`src/rtl/vrf_ld_queue.sv`:
```
// vrf_ld_queue
// Load-return buffer between the vector load unit's memory response path and
// the VRF write-port arbiter. Load beats {vd, eidx, data} are queued in a
// circular FIFO. While the FIFO is non-empty, ld_req is raised. Each cycle
// that ld_gnt is seen with a non-empty FIFO, one beat is popped onto the
// registered VRF write port.
//
// Optional feature (macro VRF_LDQ_LAST_EN): adds the input mem_last, which is
// stored per entry, and the registered output ld_done. ld_done pulses together
// with the vrf_we of a beat that was tagged last.
//
// Ports:
//   clk        clock; all state changes on the rising edge
//   nrst       asynchronous active-low reset; flushes the queue
//   mem_valid  load beat valid
//   mem_ready  queue can accept a beat (count != DEPTH)
//   mem_vd     destination vector register of the beat
//   mem_eidx   element index of the beat
//   mem_data   element data of the beat
//   ld_req     write-port request (count != 0)
//   ld_gnt     registered grant from the arbiter; lags ld_req by one cycle
//   vrf_we     VRF write enable, registered
//   vrf_waddr  VRF register index, registered
//   vrf_eidx   VRF element index, registered
//   vrf_wdata  VRF write data, registered
//
// DEPTH must be a power of two and at least 2, so the pointers wrap naturally.
module vrf_ld_queue #(
    parameter int DATA_W  = 32,
    parameter int VREG_AW = 5,
    parameter int EIDX_W  = 3,
    parameter int DEPTH   = 4
) (
    input  logic               clk,
    input  logic               nrst,
    input  logic               mem_valid,
    output logic               mem_ready,
    input  logic [VREG_AW-1:0] mem_vd,
    input  logic [EIDX_W-1:0]  mem_eidx,
    input  logic [DATA_W-1:0]  mem_data,
`ifdef VRF_LDQ_LAST_EN
    input  logic               mem_last,
    output logic               ld_done,
`endif
    output logic               ld_req,
    input  logic               ld_gnt,
    output logic               vrf_we,
    output logic [VREG_AW-1:0] vrf_waddr,
    output logic [EIDX_W-1:0]  vrf_eidx,
    output logic [DATA_W-1:0]  vrf_wdata
);

    localparam int PTR_W = $clog2(DEPTH);
    localparam int CNT_W = PTR_W + 1;

    logic [PTR_W-1:0]   wr_ptr;
    logic [PTR_W-1:0]   rd_ptr;
    logic [CNT_W-1:0]   count;

    logic [VREG_AW-1:0] vd_mem   [DEPTH];
    logic [EIDX_W-1:0]  eidx_mem [DEPTH];
    logic [DATA_W-1:0]  data_mem [DEPTH];

    logic               push;
    logic               pop;

    logic               vld_p1;
    logic [VREG_AW-1:0] vd_p1;
    logic [EIDX_W-1:0]  eidx_p1;
    logic [DATA_W-1:0]  data_p1;

    // Both flags decode only the registered count. This keeps ld_gnt out of
    // the mem_ready path. A grant that arrives at an empty queue is stale and
    // is ignored.
    assign mem_ready = (count != CNT_W'(DEPTH));
    assign ld_req    = (count != '0);
    assign push      = mem_valid && mem_ready;
    assign pop       = ld_gnt && ld_req;

    // Entry storage is pure data, so it has no reset. A flush is done only by
    // clearing the pointers and the count.
    always_ff @(posedge clk) begin
        if (push) begin
            vd_mem[wr_ptr]   <= mem_vd;
            eidx_mem[wr_ptr] <= mem_eidx;
            data_mem[wr_ptr] <= mem_data;
        end
    end

    always_ff @(posedge clk or negedge nrst) begin
        if (!nrst) begin
            wr_ptr <= '0;
            rd_ptr <= '0;
            count  <= '0;
        end else begin
            if (push) wr_ptr <= wr_ptr + PTR_W'(1);
            if (pop)  rd_ptr <= rd_ptr + PTR_W'(1);
            case ({push, pop})
                2'b10:   count <= count + CNT_W'(1);
                2'b01:   count <= count - CNT_W'(1);
                default: count <= count;
            endcase
        end
    end

    // ---- stage p1: registered VRF write port ----
    // The address and data fields hold their values when no pop occurs.
    // They still reset to zero, because the write-port outputs have defined
    // reset values.
    always_ff @(posedge clk or negedge nrst) begin
        if (!nrst) begin
            vld_p1  <= 1'b0;
            vd_p1   <= '0;
            eidx_p1 <= '0;
            data_p1 <= '0;
        end else begin
            vld_p1 <= pop;
            if (pop) begin
                vd_p1   <= vd_mem[rd_ptr];
                eidx_p1 <= eidx_mem[rd_ptr];
                data_p1 <= data_mem[rd_ptr];
            end
        end
    end

`ifdef VRF_LDQ_LAST_EN
    logic last_mem [DEPTH];
    logic done_p1;

    always_ff @(posedge clk) begin
        if (push) last_mem[wr_ptr] <= mem_last;
    end

    always_ff @(posedge clk or negedge nrst) begin
        if (!nrst) done_p1 <= 1'b0;
        else       done_p1 <= pop && last_mem[rd_ptr];
    end

    assign ld_done = done_p1;
`endif

    assign vrf_we    = vld_p1;
    assign vrf_waddr = vd_p1;
    assign vrf_eidx  = eidx_p1;
    assign vrf_wdata = data_p1;

endmodule
```
`config.mk`:
```
export PLATFORM = sky130hd
export DESIGN_NAME = vrf_ld_queue
export DESIGN_NICKNAME = d
export VERILOG_FILES = /design/src/rtl/vrf_ld_queue.sv
export SDC_FILE = /design/constraint.sdc
export NUM_CORES = 1
export LEC_CHECK = 0
export ABC_CLOCK_PERIOD_IN_PS = 2800
export CAP_MARGIN = 25
export CORE_MARGIN = 10
export CORE_UTILIZATION = 50
export CTS_CLUSTER_DIAMETER = 40
export DETAILED_ROUTE_END_ITERATION = 8
export DONT_BUFFER_PORTS = 1
export GPL_ROUTABILITY_DRIVEN = 0
export SKIP_CTS_REPAIR_TIMING = 1
export SYNTH_ARGS = -nofsm -noshare
export SYNTH_HDL_FRONTEND = slang
export SYNTH_SLANG_ARGS = --single-unit
```
`constraint.sdc`:
```
create_clock -name clk -period 2.8 [get_ports clk]
set_input_delay 0.28 -clock clk [delete_from_list [all_inputs] [get_ports clk]]
set_output_delay 0.28 -clock clk [all_outputs]
set_load 0.01 [all_outputs]
```
==> run metrics <==
Post-Syn Area=7901 sq um; drt first-iter violations=160; Critical Path Source=count[0]$_DFFE_PN0P_; RSZ-0062 raised after global routing=false; Ports=87; Die Area=21230 sq um; layout net count=around 450; Buffers on Ports=0; flops & latches, synth=208; total grt overflow=0; VDD IR max=between 800 and 900 uV; vias in the first global route=3656; CP Data Required Time=3240 ps; Commonest cells post-synth=edfxtp_1, dfrtp_1, mux2_4, mux4_2; Core Box Area=15370 sq um; min-delay src=mem_valid; Worst Setup End Kind=register; number of CTS-inserted buffers=29; Worst Skew=between 10 and 15 ps; Yosys top cell area share=0.6081; Worst-Margin Slew=644.7 ps; CTS tree=done; status=finished clean; final core utilization=0.6266; highest clock rate=about 460 MHz; Pwr per Cell Area=approximately 1100 nW/um^2; Post-Route WL=~14 mm; Max Slew Vio Count=0; # DRC=0; RR Endpoint=count[2]$_DFFE_PN0P_; antenna cells=0; cell count after synthesis=333; post-DR vias/cell=5.326; Max clock buf depth=3; Syn Area/Cell=23.73 sq um; crit-path cells=or3b_4 > and2_4 > inv_1 > ha_1 > inv_1 > fa_1 > xor2_1 > nor2_1 > xor2_1; setup TNS=0 ps; Top FF cell, synth=edfxtp_1; LEAKAGE=between 3 and 4 nW; initial antenna violation count=0; die height=145.7 um; Starting Density=0.5140; hpwl dp=8.048 mm; Layout Cells excl Fill=634; max-capacitance violation count=0; sequential area share after synthesis=0.7601; post-route cell area=9632 sq um; Vias=approximately 3400; number of flops mapped to enable cells by yosys=160; Worst-Skew Late Latency=520 ps; Layout area overhead=21.90%; row cnt=45; largest net degree at the start of global routing=49; top-count cell post-synth=edfxtp_1; hold violation total from the final report=0; Worst Hold Class=input pin to register; gr usage total=0.1353; Die X-Extent=~150 um; hold_ws=15.91 ps; # fillers=1045; cell taking the most area after synthesis=edfxtp_1; Final period util=0.7785; first-pass GRT wire length=22.41 mm; CTS H-tree lvls=1; kind of critical path=register to register; Hold EP=wr_ptr[0]$_DFFE_PN0P_; fraction of layout cells with a size suffix above 1=0.3546; Min-Delay Path Depth=2; Synth cell types=25; Pre-Repair DR Iteration Count=4; Reg2Reg Setup Slack=about 620 ps; crit path DAT=2620 ps; Crit Path Max Fanout=6; Async SR Flop Fraction=0.2308; Slew headroom=0.5702; post-route ant nets=0; slowest cell on the critical path=or3b_4; R2R cell count=9; Tmin final=~2200 ps; Root Driver=clkbuf_16; reg2reg start=count[0]$_DFFE_PN0P_; DP Cell Count=539; placed inst area=roughly 8000 sq um; endpoints failing setup=0; CTS clk-pin slew, worst paths=60 ps; crit-path max cell delay=450 ps; Routed WL per cell=between 20 and 25 um; top post-synthesis cells by area=edfxtp_1, dfrtp_1, mux4_2; synth warn=0; Syn Nets=383; clk sink count=208; Startpoint Class=register
-- critical path, delay by kind of cell (launching register included) --
kind	cells	cell delay (ps)
adder cells (fa/ha/maj)	2	540
flip-flops	1	430
buffers and inverters	2	110
AND/OR/NAND/NOR	3	750
XOR/XNOR	2	290
-- stage by stage --
stage               setup WS, ps  total power [mW]
finish                     620.3             11.04
global route               430.4             11.61
CTS                        611.3             11.15
detailed placement         623.2             7.357
global placement           666.8             7.284
floorplan                  713.8             6.768
-- power by group --
| part | internal, mW | switching (mW) | total [mW] |
|---|---|---|---|
| combinational | 1.42 | 0.975 | 2.40 |
| sequential | 4.22 | 0.666 | 4.89 |
| clock | 2.39 | 1.36 | 3.76 |
-- layer usage --
layer | global-route usage | part of all wire | vias up
met2 | 0.2172 | 0.50 | 78
met3 | 0.05557 | 0.063 | 35
li1 | - | - | 1490
met1 | 0.1653 | 0.42 | 1774
met4 | 0.03741 | 0.019 | 0
met5 | 0 | 0 | -
-- flip-flops by register name (all words and copies together), names as in the netlist --
signal and cells:
vd_mem 20, data_mem 128, rd_ptr 2, count 3, vrf_eidx 3, vrf_we 1
vrf_waddr 5, vrf_wdata 32, eidx_mem 12, wr_ptr 2
-- cell families (layout without fill, tap and decap cells) --
group | after synthesis | after routing | synth area share
flip-flops | 208 | 208 | 0.7601
multiplexers | 82 | 82 | 0.1927
buffers and inverters | 21 | 111 | 0.02154
AND/OR/NAND/NOR | 9 | 9 | 0.007442
adder cells (fa/ha/maj) | 6 | 6 | 0.01045
XOR/XNOR | 6 | 6 | 0.006652
AO/OA/AOI/OAI | 1 | 1 | 0.001109
-- placed cells by master, fill, tap and decap left out, types with 2 or more instances in the layout --
master / count
edfxtp_1: 160
dfrtp_1: 46
dlygate4sd3_1: 41
mux4_2: 38
mux2_4: 38
clkbuf_16: 29
inv_1: 6
inv_6: 6
ha_1: 5
bufinv_16: 5
buf_12: 5
buf_4: 5
and3_2: 4
clkinv_2: 4
clkinvlp_4: 4
xnor2_1: 3
xor2_1: 3
mux4_1: 2
mux2_2: 2
clkinv_4: 2
-- how the worst max path moves through the flow --
stage	slack, ps	cells past startpoint	to
2_1_floorplan	710	2	data_mem[0][0]$_DFFE_PP_
3_3_place_gp	670	9	count[2]$_DFFE_PN0P_
5_1_grt	430	9	count[2]$_DFFE_PN0P_
4_1_cts	610	9	count[2]$_DFFE_PN0P_
6_report	620	9	count[2]$_DFFE_PN0P_
3_5_place_dp	620	9	count[2]$_DFFE_PN0P_
-- area by class of cell --
class	instances	area [sq um]	share of cell area
Clock buffer	29	725.7	0.07534
Clock inverter	24	301.5	0.03131
Multi-Input combinational cell	104	1732	0.1798
Sequential cell	208	6011	0.6241
Timing Repair Buffer	52	575.6	0.05976
Inverter	6	22.52	0.002338
Tap cell	211	264.0	0.02741
Note: power is estimated with default switching activity, not from simulation.
